### src/rtl/sw_array_sequencer.sv
// Sequences one Smith-Waterman pass: query load, reference stream, pipeline drain, done pulse.
// Optional best-score tracker compiled in with `define SW_SEQ_SCORE_TRACK_EN.
module sw_array_sequencer #(
  parameter int unsigned NUM_PE = 8,
  parameter int unsigned WIDTH  = 10,
  parameter int unsigned LEN_W  = 16
) (
  input  logic             clk,
  input  logic             rst_n,
  input  logic             start,
  input  logic [LEN_W-1:0] ref_len,
  input  logic [1:0]       q_base,
  input  logic             q_valid,
  output logic             q_ready,
  input  logic [1:0]       r_base,
  input  logic             r_valid,
  output logic             r_ready,
  input  logic             pause,
  output logic [1:0]       pe_s,
  output logic             pe_store_s,
  output logic [1:0]       pe_t,
  output logic             pe_init,
  output logic             pe_stall,
  input  logic [WIDTH-1:0] last_v,
  input  logic             last_init,
  output logic             busy,
  output logic             done,
  output logic [WIDTH-1:0] best_score,
  output logic [LEN_W-1:0] best_pos
);

  localparam int unsigned CNT_W = $clog2(NUM_PE + 1);

  typedef enum logic [2:0] {S_IDLE, S_LOAD, S_RUN, S_DRAIN, S_DONE} state_e;

  state_e           state_q, state_d;
  logic [CNT_W-1:0] qcnt_q, qcnt_d, dcnt_q, dcnt_d;
  logic [LEN_W-1:0] rcnt_q, rcnt_d, len_q, len_d;

  always_ff @(posedge clk or negedge rst_n) begin
    if (!rst_n) begin
      state_q <= S_IDLE;
      qcnt_q  <= '0;
      dcnt_q  <= '0;
      rcnt_q  <= '0;
      len_q   <= '0;
    end else begin
      state_q <= state_d;
      qcnt_q  <= qcnt_d;
      dcnt_q  <= dcnt_d;
      rcnt_q  <= rcnt_d;
      len_q   <= len_d;
    end
  end

  // Next state plus PE-facing outputs; a stall is raised whenever no transfer happens.
  always_comb begin
    state_d    = state_q;
    qcnt_d     = qcnt_q;
    dcnt_d     = dcnt_q;
    rcnt_d     = rcnt_q;
    len_d      = len_q;
    q_ready    = 1'b0;
    r_ready    = 1'b0;
    pe_s       = 2'b00;
    pe_store_s = 1'b0;
    pe_t       = 2'b00;
    pe_init    = 1'b0;
    pe_stall   = 1'b0;
    unique case (state_q)
      S_IDLE: begin
        if (start) begin
          len_d   = ref_len;
          qcnt_d  = '0;
          dcnt_d  = '0;
          rcnt_d  = '0;
          state_d = S_LOAD;
        end
      end
      S_LOAD: begin
        pe_store_s = 1'b1;
        pe_s       = q_base;
        q_ready    = !pause;
        pe_stall   = pause | !q_valid;
        if (q_valid && !pause) begin
          qcnt_d = qcnt_q + CNT_W'(1);
          if (qcnt_q == CNT_W'(NUM_PE - 1)) begin
            state_d = (len_q == '0) ? S_DONE : S_RUN;
          end
        end
      end
      S_RUN: begin
        pe_init  = 1'b1;
        pe_t     = r_base;
        r_ready  = !pause;
        pe_stall = pause | !r_valid;
        if (r_valid && !pause) begin
          rcnt_d = rcnt_q + LEN_W'(1);
          // Compare against len-1 so a full-range ref_len never needs rcnt to wrap.
          if (rcnt_q == len_q - LEN_W'(1)) begin
            state_d = S_DRAIN;
          end
        end
      end
      S_DRAIN: begin
        pe_stall = pause;
        if (!pause) begin
          dcnt_d = dcnt_q + CNT_W'(1);
          if (dcnt_q == CNT_W'(NUM_PE - 1)) begin
            state_d = S_DONE;
          end
        end
      end
      S_DONE: begin
        state_d = S_IDLE;
      end
      default: begin
        state_d = S_IDLE;
      end
    endcase
  end

  assign busy = (state_q != S_IDLE);
  assign done = (state_q == S_DONE);

`ifdef SW_SEQ_SCORE_TRACK_EN
  logic [WIDTH-1:0] best_q;
  logic [LEN_W-1:0] pos_q, tcnt_q;

  // Running signed maximum of the last PE's score; strict compare keeps the earliest tie.
  always_ff @(posedge clk or negedge rst_n) begin
    if (!rst_n) begin
      best_q <= '0;
      pos_q  <= '0;
      tcnt_q <= '0;
    end else if (state_q == S_IDLE) begin
      if (start) begin
        best_q <= '0;
        pos_q  <= '0;
        tcnt_q <= '0;
      end
    end else if (last_init && !pe_stall) begin
      tcnt_q <= tcnt_q + LEN_W'(1);
      if ($signed(last_v) > $signed(best_q)) begin
        best_q <= last_v;
        pos_q  <= tcnt_q;
      end
    end
  end

  assign best_score = best_q;
  assign best_pos   = pos_q;
`else
  logic unused_track;
  assign unused_track = ^{last_v, last_init};
  assign best_score   = '0;
  assign best_pos     = '0;
`endif

endmodule

### config.mk
export PLATFORM = sky130hd
export DESIGN_NAME = sw_array_sequencer
export DESIGN_NICKNAME = d
export VERILOG_FILES = /design/src/rtl/sw_array_sequencer.sv
export SDC_FILE = /design/constraint.sdc
export NUM_CORES = 1
export LEC_CHECK = 0
export CAP_MARGIN = 20
export CORE_MARGIN = 3
export CORE_UTILIZATION = 40
export DETAILED_ROUTE_END_ITERATION = 10
export GPL_TIMING_DRIVEN = 0
export PLACE_DENSITY = 0.79
export SLEW_MARGIN = 25
export SYNTH_ARGS = -nofsm -noshare
export SYNTH_HDL_FRONTEND = slang
export SYNTH_SLANG_ARGS = --single-unit
### constraint.sdc
create_clock -name clk -period 6.95 [get_ports clk]
set_input_delay 1.0425 -clock clk [delete_from_list [all_inputs] [get_ports clk]]
set_output_delay 1.0425 -clock clk [all_outputs]
set_load 0.02 [all_outputs]
==> flow_metrics.env <==
export IMPL_status="finished, final reports clean"
export IMPL_multi_input_area_um2=1580
export IMPL_drt_wl_total_um=6330
export IMPL_hold_violations=0
export IMPL_clkPwrFrac_pct=16.7
export IMPL_track_usage_pct=16.1
export IMPL_cts_tree="yes"
export IMPL_ios=74
export IMPL_cp_required_ns=5.91
export IMPL_final_nets=455
export IMPL_yosysWarnings=0
export IMPL_path_cells="clkdlybuf4s50_1 -> nor2_1 -> o21ai_0 -> a21oi_1 -> clkdlybuf4s50_1"
export IMPL_cp_common_cell="clkdlybuf4s50_1"
export IMPL_max_cap_violations=0
export IMPL_cpMaxStageDelayCell="clkdlybuf4s50_1"
export IMPL_antenna_left=0
export IMPL_ys_seq_area_share_pct=37.3
export IMPL_dieWidth_um=90.9
export IMPL_yosys_area_top_type="dfrtp_1"
export IMPL_gp_congestion=0.853
export IMPL_start_util_pct=41.8
export IMPL_syn_area_per_cell_um2=8.36
export IMPL_die_area_um2=8270
export IMPL_p_leak_nw=1.66
export IMPL_n_antenna_cell=0
export IMPL_crit_family="buffers and inverters"
export IMPL_drc=0
export IMPL_via_count=2466
export IMPL_grt_pass1_vias=2441
export IMPL_p_comb_share_pct=50.6
export IMPL_grt_first_pass_wirelength_um=10900
export IMPL_cts_resized_gates=0
export IMPL_fill_cells=656
export IMPL_arrival_ns=2.46
export IMPL_cts_setup_buffers=0
export IMPL_path_buf_inv=2
export IMPL_synth_cell_area_um2=2890
export IMPL_reg2reg_slack_ns=4.44
export IMPL_cts_buffer_depth=2
export IMPL_relSlewSlack_pct=49.4
export IMPL_period_needed_ns=3.50
export IMPL_die_height_um=90.9
export IMPL_syn_inst=345
export IMPL_end_kind="output port"
export IMPL_reg2reg_from="len_q[0]"
export IMPL_critPathCapture="pe_stall"
export IMPL_start_kind="primary input"
export IMPL_ys_seq_elements=43
export IMPL_grt_max_degree=23
export IMPL_layout_cells_non_filler=510
export IMPL_slew_viol_final=0
export IMPL_clkLatencyLatePin_ns=0.31
export IMPL_max_stage_delay_ns=0.62
export IMPL_hold_depth=2
export IMPL_first_pass_iters=4
export IMPL_routed_via_density=4.84
export IMPL_fin_util_pct=51.9
export IMPL_grt_setup_unrepaired="no"
export IMPL_fp_coreArea_um2=6910
export IMPL_cp_depth=5
export IMPL_synthTopCellsByArea="dfrtp_1, nand2_1, buf_4"
export IMPL_holdWs_ns=0.524
export IMPL_skew_ns=0.0116
export IMPL_dp_final_hpwl_um=4910
export IMPL_max_freq_mhz=285
export IMPL_htreeDepth=2
export IMPL_intPower_w=0.000701
export IMPL_fin_setup_tns_ns=0
export IMPL_cts_num_sinks=43
export IMPL_p_sw_share_pct=42.8
export IMPL_area_growth_pct=24.3
export IMPL_setup_viol=0
export IMPL_antenna_found_initial=0
export IMPL_critPathLaunch="r_valid"
export IMPL_clkTransAtPathRegs_ns=0.09
export IMPL_holdBufCountCts=0
export IMPL_wl_per_cell_um=12.4
export IMPL_ys_types=50
export IMPL_synth_edf_count=0
export IMPL_hold_class="reg2reg"
export IMPL_path_class="in2out"
export IMPL_num_rows=30
export IMPL_drive_above_1_share_pct=12.6
export IMPL_irDropWorstVdd_mv=0.233
export IMPL_p_per_area_nw_per_um2=342
export IMPL_netlist_area_leader_share_pct=37.3
export IMPL_cts_buffers=5
export IMPL_root_buffer="clkbuf_8"
export IMPL_io_buffers=35
export IMPL_synthFlopType="dfrtp_1"
export IMPL_fin_crit_sh_pct=50.4
export IMPL_reg2reg_depth=8
export IMPL_grt_ovfl_total=0
export IMPL_async_flop_share_pct=100
export IMPL_reg2reg_to="state_q[0]"
export IMPL_worst_pin_slew_ns=0.754
export IMPL_drtIter0Drc=116
export IMPL_switchingPower_w=0.000526
export IMPL_dpl_cell_count=502
export IMPL_regArea_um2=1080
export IMPL_path_max_fanout=4
export IMPL_seqPwrFrac_pct=32.8
registers in the layout, summed over array words and instances (netlist names):
register and flops:
dcnt_q 4, len_q 16, qcnt_q 4, rcnt_q 16, state_q 3
layout by cell type, fill, tap and decap left out, drive strengths merged, types with 6 or more instances in the layout:
cell type | netlist | routed
a21oi | 6 | 6
buf | 33 | 35
clkbuf | 9 | 14
clkdlybuf4s50 | 0 | 34
conb | 1 | 26
dfrtp | 43 | 43
inv | 11 | 12
nand2 | 65 | 65
nand3 | 8 | 8
nand4 | 6 | 6
nor2 | 32 | 32
nor3 | 15 | 15
o21ai | 15 | 15
xnor2 | 20 | 20
xor2 | 13 | 13
worst min-delay path by stage:
stage	start	endpoint	slack, ns
final	len_q[15]	len_q[15]	0.52
after floorplan	qcnt_q[1]	qcnt_q[1]	0.48
after global placement	qcnt_q[1]	qcnt_q[1]	0.50
after CTS	len_q[15]	len_q[15]	0.53
after global routing	dcnt_q[1]	dcnt_q[1]	0.58
after detailed placement	len_q[15]	len_q[15]	0.51
metal layers:
metal	GRT usage (%)	routed length, um	vias to the layer above
met1	19.7	2950	1155
met4	5.65	102	0
met3	3.89	340	9
met2	27.5	2940	59
li1	-	-	1243
met5	0	0	-
kinds of logic (layout without fill, tap and decap cells):
| kind of cell | Yosys count | count (layout) | share of synthesized area [%] |
|---|---|---|---|
| simple gates | 169 | 169 | 29.1 |
| buf+inv | 53 | 97 | 11.2 |
| flops | 43 | 43 | 37.3 |
| compound gates | 36 | 36 | 8.15 |
| xor+xnor | 33 | 33 | 10.0 |
| fa+ha+maj | 5 | 5 | 2.17 |
| mux | 5 | 5 | 1.86 |
| other cells | 1 | 26 | 0.130 |
cell usage after synthesis (all sizes together), types with 2 or more instances:
| master | number |
|---|---|
| o211ai | 2 |
| and4 | 3 |
| xor2 | 13 |
| nor3b | 3 |
| and4bb | 2 |
| a22oi | 2 |
| nor3 | 15 |
| xnor2 | 20 |
| or2 | 3 |
| mux2 | 3 |
| o21ai | 15 |
| or3 | 5 |
| nand4b | 2 |
| dfrtp | 43 |
| nor2b | 3 |
| buf | 33 |
| nand3b | 3 |
| inv | 11 |
| nor2 | 32 |
| mux2i | 2 |
| nand2b | 4 |
| and3 | 2 |
| ha | 5 |
| a21oi | 6 |
| clkbuf | 9 |
| nand2 | 65 |
| nor4 | 4 |
| a32o | 2 |
| nand4 | 6 |
| and2 | 4 |
| nand3 | 8 |
area by class of cell:
| class | count | share of cell area (%) |
|---|---|---|
| timing repair buffer | 36 | 10.4 |
| buffer | 42 | 7.88 |
| multi-input combinational | 274 | 44.0 |
| clock inverter | 3 | 1.29 |
| clock buffer | 5 | 1.92 |
| sequential | 43 | 30.0 |
| inverter | 11 | 1.15 |
| tap | 96 | 3.35 |
power groups by stage:
stage               Combinational, W  Sequential [W]  Clock, W
finish                      0.000620        0.000402  0.000205
global route                0.000701        0.000414  0.000216
CTS                         0.000622        0.000401  0.000207
detailed placement          0.000617        0.000405         0
global placement            0.000598        0.000403         0
floorplan                   0.000458        0.000384         0
per-stage QoR:
step	worst slack (ns)	area, um^2	total power, W
6_report	3.45	3590	0.00123
5_1_grt	3.36	3590	0.00133
4_1_cts	3.46	3590	0.00123
3_5_place_dp	3.47	3470	0.00102
3_3_place_gp	3.46	3450	0.00100
2_1_floorplan	4.22	2980	0.000842
tightest hold or removal path, stage by stage (launching register included):
cell,delay (ns)
dfrtp_1,0.38
nand2_1,0.06
nand2_1,0.06
Power figures use the tool's default switching activity.
